[src/rtl/ps2_host_tx.sv]
// PS/2 host-to-device transmitter: inhibit, request-to-send, clock out
// start/data/parity/stop on device falling edges, then sample the ack.
module ps2_host_tx #(
    parameter int INHIBIT_CYCLES = 10000,
    parameter int TIMEOUT_CYCLES = 2000000
) (
    input  logic       clk,
    input  logic       rstn,
    input  logic [7:0] tx_data,
    input  logic       tx_valid,
    output logic       tx_ready,
    output logic       busy,
    output logic       done,
    output logic       ack_err,
    output logic       timeout,
    input  logic       ps2_clk_in,
    input  logic       ps2_data_in,
    output logic       ps2_clk_oe,
    output logic       ps2_data_oe
);

    localparam int CMAX = (INHIBIT_CYCLES > TIMEOUT_CYCLES) ?
                          INHIBIT_CYCLES : TIMEOUT_CYCLES;
    localparam int CW = $clog2(CMAX + 1);
    localparam logic [CW-1:0] INH_LAST = CW'(INHIBIT_CYCLES - 1);
    localparam logic [CW-1:0] TMO_LAST = CW'(TIMEOUT_CYCLES - 1);

    typedef enum logic [2:0] {
        S_IDLE,
        S_INHIBIT,
        S_REQ,
        S_DATA,
        S_PARITY,
        S_STOP,
        S_WAIT
    } state_t;

    state_t          state_q;
    logic [CW-1:0]   cnt_q;
    logic [2:0]      idx_q;
    logic [7:0]      byte_q;
    logic            par_q;
    logic [1:0]      clk_s_q;
    logic [1:0]      dat_s_q;
    logic            clk_prev_q;
    logic            clk_oe_q;
    logic            data_oe_q;
    logic            done_q;
    logic            ack_err_q;
    logic            timeout_q;

    logic            fe;
    logic [2:0]      idx_d;

    assign fe    = clk_prev_q & ~clk_s_q[1];
    assign idx_d = idx_q + 3'd1;

    assign tx_ready    = (state_q == S_IDLE);
    assign busy        = (state_q != S_IDLE);
    assign done        = done_q;
    assign ack_err     = ack_err_q;
    assign timeout     = timeout_q;
    assign ps2_clk_oe  = clk_oe_q;
    assign ps2_data_oe = data_oe_q;

    always_ff @(posedge clk or negedge rstn) begin
        if (!rstn) begin
            state_q    <= S_IDLE;
            cnt_q      <= '0;
            idx_q      <= '0;
            byte_q     <= '0;
            par_q      <= 1'b0;
            clk_s_q    <= 2'b11;
            dat_s_q    <= 2'b11;
            clk_prev_q <= 1'b1;
            clk_oe_q   <= 1'b0;
            data_oe_q  <= 1'b0;
            done_q     <= 1'b0;
            ack_err_q  <= 1'b0;
            timeout_q  <= 1'b0;
        end else begin
            clk_s_q    <= {clk_s_q[0], ps2_clk_in};
            dat_s_q    <= {dat_s_q[0], ps2_data_in};
            clk_prev_q <= clk_s_q[1];
            done_q     <= 1'b0;
            ack_err_q  <= 1'b0;
            timeout_q  <= 1'b0;
            unique case (state_q)
                S_IDLE: begin
                    if (tx_valid) begin
                        byte_q    <= tx_data;
                        par_q     <= ~^tx_data;
                        cnt_q     <= '0;
                        clk_oe_q  <= 1'b1;
                        data_oe_q <= 1'b0;
                        state_q   <= S_INHIBIT;
                    end
                end
                S_INHIBIT: begin
                    if (cnt_q == INH_LAST) begin
                        clk_oe_q  <= 1'b0;
                        data_oe_q <= 1'b1;
                        cnt_q     <= '0;
                        state_q   <= S_REQ;
                    end else begin
                        cnt_q <= cnt_q + 1'b1;
                    end
                end
                S_REQ, S_DATA, S_PARITY, S_STOP: begin
                    // Timeout has priority over a coincident falling edge
                    if (cnt_q == TMO_LAST) begin
                        clk_oe_q  <= 1'b0;
                        data_oe_q <= 1'b0;
                        timeout_q <= 1'b1;
                        state_q   <= S_WAIT;
                    end else begin
                        cnt_q <= cnt_q + 1'b1;
                        if (fe) begin
                            case (state_q)
                                S_REQ: begin
                                    data_oe_q <= ~byte_q[0];
                                    idx_q     <= '0;
                                    state_q   <= S_DATA;
                                end
                                S_DATA: begin
                                    if (idx_q == 3'd7) begin
                                        data_oe_q <= ~par_q;
                                        state_q   <= S_PARITY;
                                    end else begin
                                        data_oe_q <= ~byte_q[idx_d];
                                        idx_q     <= idx_d;
                                    end
                                end
                                S_PARITY: begin
                                    data_oe_q <= 1'b0;
                                    state_q   <= S_STOP;
                                end
                                S_STOP: begin
                                    done_q    <= ~dat_s_q[1];
                                    ack_err_q <= dat_s_q[1];
                                    state_q   <= S_WAIT;
                                end
                                default: begin
                                end
                            endcase
                        end
                    end
                end
                S_WAIT: begin
                    clk_oe_q  <= 1'b0;
                    data_oe_q <= 1'b0;
                    if (clk_s_q[1] && dat_s_q[1]) begin
                        state_q <= S_IDLE;
                    end
                end
                default: begin
                    state_q <= S_IDLE;
                end
            endcase
        end
    end

endmodule

[config.mk]
export PLATFORM = sky130hd
export DESIGN_NAME = ps2_host_tx
export DESIGN_NICKNAME = d
export VERILOG_FILES = /design/src/rtl/ps2_host_tx.sv
export SDC_FILE = /design/constraint.sdc
export NUM_CORES = 1
export LEC_CHECK = 0
export CAP_MARGIN = 10
export CORE_ASPECT_RATIO = 2
export CORE_MARGIN = 10
export CORE_UTILIZATION = 35
export CTS_BUF_LIST = sky130_fd_sc_hd__clkbuf_8
export CTS_CLUSTER_DIAMETER = 40
export DETAILED_ROUTE_END_ITERATION = 10
export MAX_ROUTING_LAYER = met4
export PLACE_DENSITY_LB_ADDON = 0.25
export REMOVE_ABC_BUFFERS = 1
export SYNTH_ARGS = -nofsm -noshare
export SYNTH_HDL_FRONTEND = slang
export SYNTH_SLANG_ARGS = --single-unit
export TNS_END_PERCENT = 1
[constraint.sdc]
create_clock -name clk -period 7.8 [get_ports clk]
set_clock_uncertainty 0.15 [all_clocks]
set_input_delay 2.34 -clock clk [delete_from_list [all_inputs] [get_ports clk]]
set_output_delay 2.34 -clock clk [all_outputs]
set_load 0.01 [all_outputs]
== After elaboration in Yosys (flattened, before gate mapping) ==
Cells that the tools add are included.

* Bits in registers: 46
* Latch bits: 0
* RAM bits: 0
* Bits in read-only memories: 0
* Bits of input ports: 13
* Output and inout bits: 7
* Logic and storage cells: 93
* Memories: 0

* $add $sub $neg: 2
* Multipliers: 0
* Divide/modulo/power cells: 0
* Order comparisons: 1
* Equal/unequal tests: 19
* Shift operators: 0
* Mux-type cells: 37
* Bitwise operators: 7
* Reductions and logical operators: 14

{| class="wikitable"
|+ Operator list
! cell !! number
|-
| 21-bit 2-to-1 mux || 3
|-
| 21-bit one-hot mux with 3 select lines || 1
|-
| 3-bit one-hot mux with 4 select lines || 2
|-
| 21-bit by 1-bit adder with 21-bit output (second input constant) || 1
|-
| 21-bit by 14-bit == test with 1-bit output (second input constant) || 1
|-
| 21-bit == test (second input constant) || 1
|-
| 3-bit 2-to-1 mux || 7
|-
| 1-bit 2-to-1 mux || 19
|-
| 3-bit == test (second input constant) || 4
|-
| 2-bit != test (second input constant) || 6
|-
| 5-bit AND reduction || 2
|-
| 1-bit one-hot mux with 4 select lines || 2
|-
| 8-bit XNOR reduction || 1
|-
| 3-bit by 2-bit == test with 1-bit output (second input constant) || 2
|-
| 6-bit != test (second input constant) || 1
|-
| 1-bit NOT || 6
|-
| 3-bit one-hot mux with 2 select lines || 1
|-
| 6-bit AND reduction || 1
|-
| 3-bit nonzero test || 2
|-
| 5-bit != test (second input constant) || 1
|-
| 3-bit by 4-bit less-than comparator with 1-bit output (second input constant) || 1
|-
| 4-bit != test (second input constant) || 1
|-
| 4-bit AND reduction || 1
|-
| 4-bit nonzero test || 1
|-
| 12 further kinds || 12
|}

== Logic depth before layout (Yosys ltp) ==
Gate-level depths: netlist (run 1).

* Depth after elaboration: 9
* Gate-level depth with buffers: 9
* Depth with buffers taken out: 7

== Least setup slack after synthesis (run 1) ==
No wires, ideal clock.

* Path type: in2reg
* From: input tx_valid
* To: register cnt_q[14]
* Setup time: 0.077 ns
* Data arrival time: 3.550 ns
* Required time: 7.573 ns
* Slack: 4.022 ns
* Stages: 6
* Path through: inv_1 a21boi_1 o21ai_4 buf_6 or4_1 a21oi_1

* Longest elaborated chain between the ends: 2

{| class="wikitable"
|+ RTL lines
! item !! line !! RTL
|-
| start, declared || 10 || <nowiki>input logic tx_valid,</nowiki>
|-
| 2-bit != test (no line) || n/a ||
|-
| 3-bit AND reduction (no line) || n/a ||
|-
| end signal, assigned || 106 || <nowiki>cnt_q <= cnt_q + 1'b1;</nowiki>
|-
| end signal, assigned || 117 || <nowiki>cnt_q <= cnt_q + 1'b1;</nowiki>
|-
| end, declared || 39 || <nowiki>logic [CW-1:0] cnt_q;</nowiki>
|}

Every way passes these cells.
A chain may end at the register's enable or synchronous reset.

== Worst setup path in the final report (run 1) ==
* From: register state_q[0]
* To: output tx_ready

* Longest elaborated chain between the ends: 1

{| class="wikitable"
|+ RTL lines
! item !! line !! RTL
|-
| start, declared || 38 || <nowiki>state_t state_q;</nowiki>
|-
| start signal, assigned || 68 || <nowiki>state_q <= S_IDLE;</nowiki>
|-
| start signal, assigned || 96 || <nowiki>state_q <= S_INHIBIT;</nowiki>
|-
| start signal, assigned || 104 || <nowiki>state_q <= S_REQ;</nowiki>
|-
| 3-bit zero test || 58 || <nowiki>assign tx_ready = (state_q == S_IDLE);</nowiki>
|-
| end, declared || 11 || <nowiki>output logic tx_ready,</nowiki>
|}

Every way passes these cells.

==> results of run 1 <==
## synth_stat cells (2+ instances only)
cell	instances	share of area, %
xnor2_1	7	2.3
a31o_2	3	0.98
nand2_1	17	2.4
or3_1	9	2.1
mux4_2	2	1.7
a21oi_1	18	3.4
o21ai_0	9	1.7
nor4_1	3	0.70
and3_1	5	1.2
dfrtp_1	41	38
or4_1	8	2.2
nand3_1	12	2.2
dfstp_2	5	4.9
or2_2	3	0.70
ha_1	3	1.4
nor2_1	18	2.5
inv_1	11	1.5
mux2_2	10	4.2
nand4_1	3	0.70
nor3_1	3	0.56
a211oi_1	6	1.7
buf_6	4	1.7
mux2i_1	2	0.75
a31oi_1	5	1.2
o22ai_1	5	1.2
nand2b_1	5	1.2
a21boi_0	3	0.84
clkbuf_1	4	0.56
xor2_1	3	0.98
o31ai_1	10	2.8
o2111ai_1	3	0.98
## worst max-delay path, stage by stage, from the launching register on
cell,delay (ns)
dfrtp_1,0.57
or3_1,0.48
inv_1,0.10
clkdlybuf4s50_1,0.55
## registers in the layout, indices dropped and copies added, names as in the netlist
| signal | flops |
|---|---|
| ack_err | 1 |
| byte_q | 8 |
| clk_prev_q | 1 |
| clk_s_q | 2 |
| cnt_q | 21 |
| dat_s_q | 2 |
| done | 1 |
| idx_q | 3 |
| par_q | 1 |
| ps2_clk_oe | 1 |
| ps2_data_oe | 1 |
| state_q | 3 |
| timeout | 1 |
## stage by stage
stage / setup WS [ns] / power [mW] / hold WS [ns]
2_1_floorplan: 3.967 / 0.2615 / 0.1952
3_3_place_gp: 3.461 / 0.2764 / 0.1954
3_5_place_dp: 3.400 / 0.2769 / 0.1969
4_1_cts: 3.285 / 0.4562 / 0.2103
5_1_grt: 3.194 / 0.4674 / 0.2158
6_report: 3.295 / 0.4486 / 0.2098
## logic make-up after synthesis
kind of cell	after synthesis	share of synthesized area (%)
buffers and inverters	22	4.859
adder cells (fa/ha/maj)	3	1.402
XOR/XNOR	10	3.271
AND/OR/NAND/NOR	97	20.89
multiplexers	15	7.056
flip-flops	46	43.22
AO/OA/AOI/OAI	75	19.30
## per-layer routing
layer	wire (um)	vias up	track usage [%]
met1	2450	1072	12.01
met2	3982	34	23.44
li1	-	1049	-
met5	0	-	-
met4	255	0	6.577
met3	218	17	2.315
## power by group through the flow
stage,Combinational (mW),Clock [mW],Sequential (mW)
2_1_floorplan,0.0107,0,0.251
3_3_place_gp,0.0249,0,0.251
3_5_place_dp,0.0252,0,0.252
4_1_cts,0.0253,0.184,0.247
5_1_grt,0.0271,0.192,0.248
6_report,0.0243,0.177,0.247
## area by class of cell
cell class / instances / area [um2]
timing repair buffer: 20 / 192.7
inverter: 11 / 41.29
tap: 94 / 117.6
fill: 791 / 4537
clock buffer: 5 / 68.82
sequential: 46 / 1157
multi-input combinational: 200 / 1390
clock inverter: 3 / 40.04
## final timing paths
| check | start | to | slack (ns) | depth (start not counted) |
|---|---|---|---|---|
| min reg2reg | dat_s_q[0]$_DFF_PN1_ | dat_s_q[1]$_DFF_PN1_ | 0.21 | 0 |
| max reg2reg | cnt_q[7]$_DFFE_PN0P_ | cnt_q[10]$_DFFE_PN0P_ | 4.90 | 5 |
| min | dat_s_q[0]$_DFF_PN1_ | dat_s_q[1]$_DFF_PN1_ | 0.21 | 0 |
| max in group asynchronous | rstn | byte_q[7]$_DFFE_PN0P_ | 4.77 | 1 |
| max | state_q[0]$_DFFE_PN0P_ | tx_ready | 3.30 | 3 |
| min in group asynchronous | rstn | ack_err$_DFF_PN0_ | 2.06 | 1 |
==> results.cfg, run 1 <==
[sta]
post-route-period-util_pct = 57.75
min_period_ns = 4.505
slew_headroom_pct = 29.31
final_hold_viol_count = 0
worstMarginPinSlew_ns = 1.060
rsz0062_at_grt = false
finalSetupTns_ns = 0
drv_slew = 0
final-setup-viol-count = 0
fmax_ghz = 0.2220

[clock_tree]
cts_resized = 0
clockBufferDepth = 2
cts_setup_buffers = 0
cts_root_buffer = clkbuf_8
h-tree-depth = 2
clkLatencyLatePin_ns = 0.31
tritoncts = done
cts_buffers = 5
holdBufCountCts = 0
cts.sinks = 46
path_clk_slew_ns = 0.09

[floorplanning]
num_rows = 45
die_w_um = 81.85
core_area_mm2 = 0.007545
initial_core_util_pct = 35.49
dieArea_mm2 = 0.01176
ios = 20
die_h_um = 143.7

[critical_path]
critPathRequiredTime_ns = 5.31
crit_type = flip-flop to primary output
crit_path_end_kind = primary output
arrival_ns = 2.01
cp_max_fo = 17
crit_path_start_kind = flip-flop

[yosys]
syn_area_per_cell_um2 = 9.991
syn_area_mm2 = 0.002678
syn_inst = 268
synth-seq-cells = 46
synth-async-reset-ratio_pct = 100.0
yosysUniqueCellTypes = 59
yosys_warnings = 0
ys_seq_area_share_pct = 43.22
synthFlopType = dfrtp_1
synth_edf_count = 0

[pwr]
seqPwrFrac_pct = 55.0
clock_power_share_pct = 39.6
cellLeakagePower_nw = 1.190
power.density_mw_per_mm2 = 149.2
p_int_mw = 0.3516
p_switching_mw = 0.09703
pwr-share-comb_pct = 5.4
p_sw_share_pct = 21.63
ir_drop_uv = 78.62

[worst_hold_path]
hp-class = flip-flop to flip-flop

[layout]
fin_nets = 300
antenna_cells = 0
layout.cells.most_common_list = dfrtp_1, nor2_1, a21oi_1, clkdlybuf4s50_1, nand2_1
area_delta_synth_final_pct = 12.34
final_common_cell = dfrtp_1
drive_above_1_share_pct = 14.04
finish.utilization_pct = 39.87
stdcell_count = 379
fin_area_mm2 = 0.003008

[route]
viasPerCell = 5.731
wl_mm = 6.907
first_pass_iters = 4
drc = 0
drt_iter0_markers = 87
wl_per_cell_um = 18.22
ant_nets = 0
vias = 2172

[placed_design]
place_congestion = 0.8364
io_buffer_count = 19
dp_hpwl_mm = 5.197
place_inst = 371
placed_cell_area_mm2 = 0.002899

[global_route]
grt_use_total_pct = 12.79
antenna_found_initial = 0
overflow = 0
grt_pass1_vias = 2239
grt_start_max_net_pins = 47
grt_pass1_wl_mm = 11.27

[outcome]
outcome = finished, final reports clean

[flow_run]
maxCapViolations = 0
(Power assumes the default switching activity.)
==> inputs of run 2 (changes only) <==
==> constraint.sdc (replaced) <==
create_clock -name clk -period 4.13 [get_ports clk]
set_clock_uncertainty 0.15 [all_clocks]
set_input_delay 1.239 -clock clk [delete_from_list [all_inputs] [get_ports clk]]
set_output_delay 1.239 -clock clk [all_outputs]
set_load 0.01 [all_outputs]
==> results.cfg, run 2 (synthesized netlist as in run 1, its figures left out) <==
[sta]
final_hold_viol_count = 0
drv_slew = 0
final-setup-viol-count = 0
slew_headroom_pct = 31.32
fmax_ghz = 0.3012
worstMarginPinSlew_ns = 1.030
fin_hold_ws_ns = 0.2119
finalSetupTns_ns = 0
min_period_ns = 3.320
rsz0062_at_grt = false
post-route-period-util_pct = 80.40

[critical_path]
critPathRequiredTime_ns = 2.74
reg2reg_slack_ns = 1.21
cpMaxStageDelayCell = clkdlybuf4s50_1
crit_family = buffers and inverters
crit_buf_inv = 3
max_stage_delay_ns = 0.54
cp_cell_sequence = buf_4 > or3_1 > inv_1 > clkdlybuf4s50_1
crit_path_end_kind = primary output
crit_path_start_kind = flip-flop
rr_worst_depth = 5
crit_type = flip-flop to primary output
arrival_ns = 1.93
cp-endpoint = tx_ready
cp_max_fo = 15
r2r-end = cnt_q[1]$_DFFE_PN0P_
r2r-start = cnt_q[7]$_DFFE_PN0P_
critPathLaunch = state_q[2]$_DFFE_PN0P_
path_depth = 4

[floorplanning]
die_w_um = 81.85
initial_core_util_pct = 35.49
core_area_mm2 = 0.007545
die_h_um = 143.7
ios = 20
num_rows = 45
dieArea_mm2 = 0.01176

[clock_tree]
clockBufferDepth = 2
cts_root_buffer = clkbuf_8
cts_setup_buffers = 0
tritoncts = done
cts_buffers = 5
h-tree-depth = 2
path_clk_slew_ns = 0.09
cts_resized = 0
cts.sinks = 46
clkLatencyLatePin_ns = 0.31
holdBufCountCts = 0

[layout]
area_delta_synth_final_pct = 12.10
largest_register_ffs = 21
fin_area_mm2 = 0.003002
reg_top3 = cnt_q (21), byte_q (8)
layout.cells.most_common_list = dfrtp_1, nor2_1, a21oi_1, clkdlybuf4s50_1, nand2_1
nFillCells = 779
stdcell_count = 382
regMostFlops = cnt_q
antenna_cells = 0
final_common_cell = dfrtp_1
drive_above_1_share_pct = 13.89
fin_nets = 303
finish.utilization_pct = 39.78

[global_route]
top_usage_layer = met2
overflow = 0
grt_start_max_net_pins = 47
grt_use_met3_pct = 2.628
grt_use_total_pct = 12.98
grt_pass1_vias = 2237
met2_usage_pct = 23.98
grtUsageMet1_pct = 12.07
grt_pass1_wl_mm = 11.43
antenna_found_initial = 0

[placed_design]
place_congestion = 0.8371
io_buffer_count = 19
place_inst = 374
dp_hpwl_mm = 5.140
placed_cell_area_mm2 = 0.002922

[route]
first_pass_iters = 6
drt_iter0_markers = 85
vias = 2223
wl_per_cell_um = 18.03
ant_nets = 0
drc = 0
wl_mm = 6.887
viasPerCell = 5.819

[pwr]
power.density_mw_per_mm2 = 261.0
ir_drop_uv = 108.4
cellLeakagePower_nw = 1.199

[worst_hold_path]
hp-class = flip-flop to flip-flop

[outcome]
outcome = finished, final reports clean

[flow_run]
maxCapViolations = 0
[run 2: cell types whose count changed in the layout (fill, tap and decap cells not counted), sizes merged]
cell    previous run  this run
buf                2         5
clkinv             2         0
inv               11        14
bufinv             1         0
[run 2: how the worst min path moves through the flow]
stage | from | end | cells after the start
final | dat_s_q[0]$_DFF_PN1_ | dat_s_q[1]$_DFF_PN1_ | 0
after global routing | dat_s_q[0]$_DFF_PN1_ | dat_s_q[1]$_DFF_PN1_ | 0
after CTS | dat_s_q[0]$_DFF_PN1_ | dat_s_q[1]$_DFF_PN1_ | 0
after detailed placement | dat_s_q[0]$_DFF_PN1_ | dat_s_q[1]$_DFF_PN1_ | 0
after global placement | dat_s_q[0]$_DFF_PN1_ | dat_s_q[1]$_DFF_PN1_ | 0
after floorplan | clk_s_q[0]$_DFF_PN1_ | clk_s_q[1]$_DFF_PN1_ | 0
[run 2: per-stage QoR]
step	worst slack, ns	total power [mW]
2_1_floorplan	1.398	0.4939
3_3_place_gp	0.9019	0.5218
3_5_place_dp	0.8217	0.5230
4_1_cts	0.7971	0.7907
5_1_grt	0.7214	0.8123
6_report	0.8096	0.7834
[run 2: where the power goes]
| group | leakage, nW | switching (mW) | total (mW) | internal [mW] |
|---|---|---|---|---|
| clock network | 0.0519 | 0.158 | 0.271 | 0.113 |
| registers | 0.578 | 0.00484 | 0.466 | 0.461 |
| logic | 0.570 | 0.0215 | 0.0462 | 0.0247 |
[run 2: area by class of cell]
type,instances,area [um2],share of cell area (%)
Inverter,11,41.29,1.376
Clock buffer,5,68.82,2.293
Sequential cell,46,1157,38.56
Multi-Input combinational cell,200,1390,46.31
Clock inverter,3,11.26,0.3752
Timing Repair Buffer,23,215.2,7.170
Tap cell,94,117.6,3.918
[run 2: metal layers]
layer | share of wire [%] | vias up | routed length (um)
met5 | 0 | - | 0
met4 | 2.6 | 0 | 178
met3 | 3.1 | 13 | 213
met2 | 59 | 33 | 4065
met1 | 35 | 1118 | 2430
li1 | - | 1059 | -
